$ cat config.mk
export PLATFORM = sky130hd
export DESIGN_NAME = ns_msg_fifo_flat
export DESIGN_NICKNAME = d
export VERILOG_FILES = /design/src/rtl/ns_msg_fifo_pkg.sv /design/src/rtl/ns_msg_fifo_if.sv /design/src/rtl/ns_msg_fifo_calc_redun.sv /design/src/rtl/ns_msg_fifo.sv /design/src/flat_wrapper.sv
export SDC_FILE = /design/constraint.sdc
export NUM_CORES = 1
export LEC_CHECK = 0
export BUFFER_PORTS_ARGS = -buffer_cell sky130_fd_sc_hd__buf_2
export CORE_ASPECT_RATIO = 0.75
export CORE_MARGIN = 2
export CORE_UTILIZATION = 23
export DETAILED_ROUTE_END_ITERATION = 10
export SYNTH_ARGS = -nofsm -noshare
export SYNTH_HDL_FRONTEND = slang
export SYNTH_SLANG_ARGS = --single-unit
$ cat constraint.sdc
create_clock -name src_clk -period 3.4 [get_ports src_clk]
set_input_delay 0.17 -clock src_clk [delete_from_list [all_inputs] [get_ports src_clk]]
set_output_delay 0.17 -clock src_clk [all_outputs]
set_load 0.01 [all_outputs]
$ cat src/rtl/ns_msg_fifo_pkg.sv
// Shared definitions for ns_msg_fifo: default message field widths, handshake
// debounce lengths, NS_ON/NS_OFF and the state encodings of both channel FSMs.
`ifndef NS_ADDRESS_SIZE
`define NS_ADDRESS_SIZE 4
`endif
`ifndef NS_DATA_SIZE
`define NS_DATA_SIZE 8
`endif
`ifndef NS_REDUN_SIZE
`define NS_REDUN_SIZE 4
`endif
`ifndef NS_REQ_CKS
`define NS_REQ_CKS 1
`endif
`ifndef NS_ACK_CKS
`define NS_ACK_CKS 1
`endif

package ns_msg_fifo_pkg;

  localparam logic NS_ON  = 1'b1;
  localparam logic NS_OFF = 1'b0;

  localparam int NS_ASZ      = `NS_ADDRESS_SIZE;
  localparam int NS_DSZ      = `NS_DATA_SIZE;
  localparam int NS_RSZ      = `NS_REDUN_SIZE;
  localparam int NS_REQ_CKS_DEF = `NS_REQ_CKS;
  localparam int NS_ACK_CKS_DEF = `NS_ACK_CKS;

  typedef enum logic {
    IN_IDLE = 1'b0,
    IN_ACK  = 1'b1
  } in_state_e;

  typedef enum logic [1:0] {
    OUT_IDLE = 2'd0,
    OUT_LOAD = 2'd1,
    OUT_REQ  = 2'd2,
    OUT_REL  = 2'd3
  } out_state_e;

  typedef struct packed {
    in_state_e  in_state;
    out_state_e out_state;
  } fifo_dbg_t;

  // Stored message is {src, dst, dat, red}.
  function automatic int msg_width(input int asz, input int dsz, input int rsz);
    return 2 * asz + dsz + rsz;
  endfunction

endpackage

$ cat src/rtl/ns_msg_fifo_if.sv
// Message channel: src/dst/dat/red plus a 4-phase req/ack pair.
// 4-phase handshake: the master presents fields, then raises req; the slave
// raises ack once it has taken them; master drops req, then slave drops ack.
interface ns_msg_fifo_if
  import ns_msg_fifo_pkg::*;
#(
  parameter int ASZ = NS_ASZ,
  parameter int DSZ = NS_DSZ,
  parameter int RSZ = NS_RSZ
);
  logic [ASZ-1:0] src;
  logic [ASZ-1:0] dst;
  logic [DSZ-1:0] dat;
  logic [RSZ-1:0] red;
  logic           req;
  logic           ack;

  modport master (output src, output dst, output dat, output red, output req, input ack);
  modport slave  (input src, input dst, input dat, input red, input req, output ack);
endinterface

$ cat src/rtl/ns_msg_fifo_calc_redun.sv
// calc_redun: redundancy of a message as an XOR fold of {src, dst, dat}
// onto RSZ bits (bit i of the concatenation lands on red[i % RSZ]).
module calc_redun #(
  parameter int ASZ = 4,
  parameter int DSZ = 8,
  parameter int RSZ = 4
) (
  input  logic [ASZ-1:0] src,
  input  logic [ASZ-1:0] dst,
  input  logic [DSZ-1:0] dat,
  output logic [RSZ-1:0] red
);
  localparam int W = 2 * ASZ + DSZ;

  logic [W-1:0] bits;

  assign bits = {src, dst, dat};

  always_comb begin
    red = '0;
    for (int i = 0; i < W; i++) begin
      red[i % RSZ] = red[i % RSZ] ^ bits[i];
    end
  end
endmodule

$ cat src/rtl/ns_msg_fifo.sv
// ns_msg_fifo: DEPTH-entry message buffer between two debounced 4-phase channels.
// Optional input redundancy check: define NS_MSG_FIFO_REDUN_CHK_EN.
module ns_msg_fifo
  import ns_msg_fifo_pkg::*;
#(
  parameter int DEPTH       = 4,
  parameter int ASZ         = NS_ASZ,
  parameter int DSZ         = NS_DSZ,
  parameter int RSZ         = NS_RSZ,
  parameter int RCV_REQ_CKS = NS_REQ_CKS_DEF,
  parameter int SND_ACK_CKS = NS_ACK_CKS_DEF
) (
  input  logic                     src_clk,
  input  logic                     rst_n,
  ns_msg_fifo_if.slave             i0,
  ns_msg_fifo_if.master            o0,
  output logic [$clog2(DEPTH):0]   count,
  output logic                     err,
  output fifo_dbg_t                dbg
);

  localparam int PW  = $clog2(DEPTH);
  localparam int CW  = PW + 1;
  localparam int MW  = msg_width(ASZ, DSZ, RSZ);
  localparam int RCW = $clog2(RCV_REQ_CKS + 1);
  localparam int SCW = $clog2(SND_ACK_CKS + 1);

  localparam logic [RCW-1:0] RCV_LAST = RCW'(RCV_REQ_CKS - 1);
  localparam logic [SCW-1:0] SND_LAST = SCW'(SND_ACK_CKS - 1);

  // ---------------------------------------------------------------- storage
  logic [MW-1:0] mem [DEPTH];
  logic [PW-1:0] wp;
  logic [PW-1:0] rp;
  logic [CW-1:0] count_q;
  logic [CW-1:0] count_n;
  logic          full;
  logic          wr_en;
  logic          pop;

  assign full  = (count_q == CW'(DEPTH));
  assign count = count_q;

  // Contents need no reset: a slot is only read after it has been written.
  always_ff @(posedge src_clk) begin
    if (wr_en) begin
      mem[wp] <= {i0.src, i0.dst, i0.dat, i0.red};
    end
  end

  always_comb begin
    count_n = count_q;
    if (wr_en && !pop) begin
      count_n = count_q + CW'(1);
    end else if (!wr_en && pop) begin
      count_n = count_q - CW'(1);
    end
  end

  always_ff @(posedge src_clk or negedge rst_n) begin
    if (!rst_n) begin
      wp      <= '0;
      rp      <= '0;
      count_q <= '0;
    end else begin
      if (wr_en) wp <= wp + PW'(1);
      if (pop)   rp <= rp + PW'(1);
      count_q <= count_n;
    end
  end

  // ---------------------------------------------------------------- input FSM
  in_state_e      in_state;
  in_state_e      in_state_n;
  logic [RCW-1:0] in_cnt;
  logic [RCW-1:0] in_cnt_n;
  logic           i0_ack_q;
  logic           i0_ack_n;
  logic           accept;

  // While full the debounce count saturates, so acceptance follows on the
  // first cycle a slot frees up without re-qualifying i0_req.
  always_comb begin
    in_state_n = in_state;
    in_cnt_n   = in_cnt;
    i0_ack_n   = i0_ack_q;
    accept     = 1'b0;
    case (in_state)
      IN_IDLE: begin
        if (!i0.req) begin
          in_cnt_n = '0;
        end else if (in_cnt >= RCV_LAST) begin
          if (!full) begin
            accept     = 1'b1;
            i0_ack_n   = 1'b1;
            in_cnt_n   = '0;
            in_state_n = IN_ACK;
          end
        end else begin
          in_cnt_n = in_cnt + RCW'(1);
        end
      end
      IN_ACK: begin
        if (i0.req) begin
          in_cnt_n = '0;
        end else if (in_cnt >= RCV_LAST) begin
          i0_ack_n   = 1'b0;
          in_cnt_n   = '0;
          in_state_n = IN_IDLE;
        end else begin
          in_cnt_n = in_cnt + RCW'(1);
        end
      end
      default: begin
        in_state_n = IN_IDLE;
        in_cnt_n   = '0;
        i0_ack_n   = 1'b0;
      end
    endcase
  end

  always_ff @(posedge src_clk or negedge rst_n) begin
    if (!rst_n) begin
      in_state <= IN_IDLE;
      in_cnt   <= '0;
      i0_ack_q <= 1'b0;
    end else begin
      in_state <= in_state_n;
      in_cnt   <= in_cnt_n;
      i0_ack_q <= i0_ack_n;
    end
  end

  assign i0.ack = i0_ack_q;

  // ---------------------------------------------------------------- output FSM
  out_state_e     out_state;
  out_state_e     out_state_n;
  logic [SCW-1:0] out_cnt;
  logic [SCW-1:0] out_cnt_n;
  logic           o0_req_q;
  logic           o0_req_n;
  logic           load;
  logic [MW-1:0]  head_q;

  always_comb begin
    out_state_n = out_state;
    out_cnt_n   = out_cnt;
    o0_req_n    = o0_req_q;
    load        = 1'b0;
    pop         = 1'b0;
    case (out_state)
      OUT_IDLE: begin
        if ((count_q != '0) && !o0.ack) begin
          load        = 1'b1;
          out_state_n = OUT_LOAD;
        end
      end
      OUT_LOAD: begin
        // Fields went out last cycle; req follows one cycle behind them.
        o0_req_n    = 1'b1;
        out_cnt_n   = '0;
        out_state_n = OUT_REQ;
      end
      OUT_REQ: begin
        if (!o0.ack) begin
          out_cnt_n = '0;
        end else if (out_cnt >= SND_LAST) begin
          pop         = 1'b1;
          o0_req_n    = 1'b0;
          out_cnt_n   = '0;
          out_state_n = OUT_REL;
        end else begin
          out_cnt_n = out_cnt + SCW'(1);
        end
      end
      OUT_REL: begin
        if (o0.ack) begin
          out_cnt_n = '0;
        end else if (out_cnt >= SND_LAST) begin
          out_cnt_n   = '0;
          out_state_n = OUT_IDLE;
        end else begin
          out_cnt_n = out_cnt + SCW'(1);
        end
      end
      default: begin
        out_state_n = OUT_IDLE;
        out_cnt_n   = '0;
        o0_req_n    = 1'b0;
      end
    endcase
  end

  always_ff @(posedge src_clk or negedge rst_n) begin
    if (!rst_n) begin
      out_state <= OUT_IDLE;
      out_cnt   <= '0;
      o0_req_q  <= 1'b0;
      head_q    <= '0;
    end else begin
      out_state <= out_state_n;
      out_cnt   <= out_cnt_n;
      o0_req_q  <= o0_req_n;
      if (load) head_q <= mem[rp];
    end
  end

  assign {o0.src, o0.dst, o0.dat, o0.red} = head_q;
  assign o0.req = o0_req_q;

  // ---------------------------------------------------------------- redundancy
`ifdef NS_MSG_FIFO_REDUN_CHK_EN
  logic [RSZ-1:0] red_calc;
  logic           red_ok;
  logic           err_q;

  calc_redun #(
    .ASZ (ASZ),
    .DSZ (DSZ),
    .RSZ (RSZ)
  ) u_calc_redun (
    .src (i0.src),
    .dst (i0.dst),
    .dat (i0.dat),
    .red (red_calc)
  );

  // A corrupted message still completes its handshake; it is just dropped.
  assign red_ok = (red_calc == i0.red);
  assign wr_en  = accept & red_ok;

  always_ff @(posedge src_clk or negedge rst_n) begin
    if (!rst_n) begin
      err_q <= NS_OFF;
    end else if (accept && !red_ok) begin
      err_q <= NS_ON;
    end
  end

  assign err = err_q;
`else
  assign wr_en = accept;
  assign err   = NS_OFF;
`endif

  always_comb begin
    dbg.in_state  = in_state;
    dbg.out_state = out_state;
  end

endmodule

$ cat src/flat_wrapper.sv
// flat-port wrapper written by rule: the top's interface ports become plain ports
module ns_msg_fifo_flat import ns_msg_fifo_pkg::*;
#(
  parameter int DEPTH       = 4,
  parameter int ASZ         = NS_ASZ,
  parameter int DSZ         = NS_DSZ,
  parameter int RSZ         = NS_RSZ,
  parameter int RCV_REQ_CKS = NS_REQ_CKS_DEF,
  parameter int SND_ACK_CKS = NS_ACK_CKS_DEF
)
  (src_clk, rst_n, count, err, dbg, i0_src, i0_dst, i0_dat, i0_red, i0_req, i0_ack, o0_src, o0_dst, o0_dat, o0_red, o0_req, o0_ack);
  ns_msg_fifo_if #(.ASZ(ASZ), .DSZ(DSZ), .RSZ(RSZ)) i0_i ();
  ns_msg_fifo_if #(.ASZ(ASZ), .DSZ(DSZ), .RSZ(RSZ)) o0_i ();
  input  logic src_clk;
  input  logic rst_n;
  output logic [$clog2(DEPTH):0] count;
  output logic err;
  output fifo_dbg_t dbg;
  input wire logic [$bits(i0_i.src)-1:0] i0_src;
  input wire logic [$bits(i0_i.dst)-1:0] i0_dst;
  input wire logic [$bits(i0_i.dat)-1:0] i0_dat;
  input wire logic [$bits(i0_i.red)-1:0] i0_red;
  input wire logic [$bits(i0_i.req)-1:0] i0_req;
  output wire logic [$bits(i0_i.ack)-1:0] i0_ack;
  output wire logic [$bits(o0_i.src)-1:0] o0_src;
  output wire logic [$bits(o0_i.dst)-1:0] o0_dst;
  output wire logic [$bits(o0_i.dat)-1:0] o0_dat;
  output wire logic [$bits(o0_i.red)-1:0] o0_red;
  output wire logic [$bits(o0_i.req)-1:0] o0_req;
  input wire logic [$bits(o0_i.ack)-1:0] o0_ack;
  assign i0_i.src = i0_src;
  assign i0_i.dst = i0_dst;
  assign i0_i.dat = i0_dat;
  assign i0_i.red = i0_red;
  assign i0_i.req = i0_req;
  assign i0_ack = i0_i.ack;
  assign o0_src = o0_i.src;
  assign o0_dst = o0_i.dst;
  assign o0_dat = o0_i.dat;
  assign o0_red = o0_i.red;
  assign o0_req = o0_i.req;
  assign o0_i.ack = o0_ack;
  ns_msg_fifo #(.DEPTH(DEPTH), .ASZ(ASZ), .DSZ(DSZ), .RSZ(RSZ), .RCV_REQ_CKS(RCV_REQ_CKS), .SND_ACK_CKS(SND_ACK_CKS)) u_core (.src_clk(src_clk), .rst_n(rst_n), .i0(i0_i), .o0(o0_i), .count(count), .err(err), .dbg(dbg));
endmodule
==> run_results.csv <==
group,metric,value,unit
status,status,"complete, no violations",
timing,rsz0062_at_grt,"false",
worst_setup_path,critical_path_class,"flop to flop",
logic_synthesis,netlist.area_leader.share,54.41,%
grt,grt_antenna_before_repair,1,
cts,cts_tree,"built",
die,die-area,20330,um^2
worst_setup_path,r2r_slack,1170,ps
placed_design,portBuffers,51,
cts,clockBufferDepth,2,
grt,grtUsageTotal,8.940,%
cts,cts_made_buffers,9,
timing,slew_headroom,30.25,%
timing,maxSlewViolCount,0,
logic_synthesis,yosysWarnings,0,
worst_setup_path,start_kind,"flop",
final_layout,layout_common_cells,"80 x edfxtp_1, 51 x buf_2, 31 x dfrtp_1, 18 x mux4_2, 18 x mux2_4",
final_layout,multi_input_area,1127,um^2
worst_setup_path,r2r-start,"u_core.count[2]",
timing,period_share,65.66,%
timing,fin_hold_ws,40.72,ps
logic_synthesis,yosys-top-cells-area,"edfxtp_1 54%, dfrtp_1 18%, mux4_2 9.2%",
cts,post_cts_resized,0,
worst_setup_path,cp-end-kind,"flop",
route,wire_per_inst,15.93,um
grt,grt_pass1_vias,2246,
grt,grt_first_pass_wirelength,12.99,mm
cts,clock_latency,340,ps
route,vias_per_cell,3.977,
timing,fin_skew,6.840,ps
logic_synthesis,syn_inst,211,
route,ant_nets,0,
placed_design,placed_cell_area,4964,um^2
cts,cts_hold_buf,1,
final_layout,post-route-util,28.15,%
hold_path,hold_path.class,"input pin to flop",
route,wl,8.334,mm
logic_synthesis,synth_cell_types,28,
cts,clock-sinks,112,
worst_setup_path,r2r_cells,8,
worst_setup_path,cp.arrival,2490,ps
die,core,18670,um^2
timing,fin_crit,2233,ps
worst_setup_path,critPathLaunch,"u_core.count[2]",
worst_setup_path,worstReg2RegEnd,"u_core.count[2]",
route,drc,0,
worst_setup_path,cp_max_fo,8,
die,fp.dieW,164.0,um
final_layout,syn2layout_area_growth,19.04,%
final_layout,drive_above_1_share,42.39,%
pwr,leakage,1.943,nW
timing,max_freq,447.9,MHz
logic_synthesis,synth_top_area_cell,"edfxtp_1",
logic_synthesis,syn_nets,245,
logic_synthesis,yosysSeqAreaShare,72.54,%
cts,post_cts_buffers,0,
cts,root_buffer,"clkbuf_16",
timing,hold_violations,0,
timing,finalSetupTns,0,ps
die,start_util,23.65,%
logic_synthesis,syn_area,4415,um^2
placed_design,dp_hpwl,5.182,mm
route,dr.first_iter.drc_count,168,
logic_synthesis,syn_avg_cell_area,20.93,um^2
final_layout,seq_area,3204,um^2
timing,setup_viol,0,
worst_setup_path,cp-endpoint,"u_core.count[2]",
placed_design,gp_congestion,0.6565,
route,vias,2080,
die,num_rows,43,
route,firstDrtPassIters,3,
die,dieHeight,124.0,um
pwr,powerDensity,822.3,nW/um^2
grt,gr-total-overflow,0,
pwr,irDropWorstVdd,0.0003388,V
die,io_pins,53,
grt,grt_max_degree,33,
pwr,power,4.322,mW
final_layout,nets,305,
logic_synthesis,synth-seq-cells,112,
final_layout,final_common_cell,"edfxtp_1",
cts,clk_pin_slew,70,ps
timing,tightest_slew,1046,ps
final_layout,final_cell_area,5256,um^2
worst_setup_path,required,3660,ps
cts,cts_max_level,3,
final_layout,diodes,0,
final_layout,fillerInstances,1854,
flow_run,cap_viol_max_count,0,
-- how the worst min path moves through the flow --
stage,from,depth (start not counted),slack (ps),to
after floorplan,rst_n,0,-130,u_core.count[0]
after global placement,rst_n,1,340,u_core.head_q[19]
after detailed placement,rst_n,1,350,u_core.head_q[3]
after CTS,i0_src[2],1,30,u_core.mem[0][18]
after global routing,i0_src[2],1,30,u_core.mem[3][18]
final,i0_dat[4],1,40,u_core.mem[0][8]
-- layout make-up --
class / count / share of cell area [%]
Inverter: 8 / 0.5713
Timing Repair Buffer: 57 / 5.761
Multi-Input combinational cell: 83 / 21.45
Clock inverter: 6 / 0.8331
Tap cell: 247 / 5.880
Sequential cell: 112 / 60.96
Clock buffer: 10 / 4.547
-- registers in the layout, indices dropped and copies added (netlist names) --
signal	count
u_core.count	3
u_core.head_q	20
u_core.i0.ack	1
u_core.in_state	1
u_core.mem	80
u_core.o0.req	1
u_core.out_state	2
u_core.rp	2
u_core.wp	2
-- kinds of logic (layout without fill, tap and decap cells) --
family	count (synthesis)	count (layout)	share of synthesized area (%)
flops	112	112	72.54
simple gates	16	16	2.153
fa+ha+maj	10	10	3.004
other cells	1	1	0.08493
xor+xnor	6	6	1.190
mux	43	43	17.77
compound gates	7	7	1.219
buf+inv	16	81	2.040
-- where the power goes --
part	internal [mW]	switching [mW]
combinational	0.739	0.511
sequential	1.79	0.304
clock	0.520	0.463
total	3.04	1.28
-- cell usage after synthesis --
cell type,number
a21oi_1,2
conb_1,1
clkbuf_1,2
inv_1,8
mux4_1,2
xor2_1,2
buf_6,2
edfxtp_1,80
nor3b_1,3
a221o_1,1
mux2_2,5
and2_1,4
o2bb2ai_1,1
nor3_1,1
nand3_1,1
or3b_2,1
nand2_1,2
mux4_2,18
mux2_4,18
a2bb2oi_1,2
o31ai_1,1
buf_4,4
nor2_1,3
xnor2_1,4
dfrtp_1,32
ha_1,9
nor3_2,1
fa_1,1
-- stage by stage --
step / setup WS, ps / cells
after floorplan: 1378 / 211
after global placement: 1299 / 506
after detailed placement: 1137 / 506
after CTS: 1122 / 523
after global routing: 996.1 / 523
final: 1167 / 523
-- routing by layer --
metal	global-route usage (%)	wire [um]	vias to the layer above
met5	0	16	-
met4	2.522	40	2
met3	3.397	405	6
met2	14.86	4164	44
met1	10.93	3708	1091
li1	-	-	937
-- critical path, stage by stage, from the launching register on --
cell and delay [ps]:
dfrtp_1 420, nor3b_1 170, nor3_2 400, ha_1 270, inv_1 60, fa_1 370, xor2_1 170, nor2_1 120
xor2_1 180
Power figures use the tool's default switching activity.
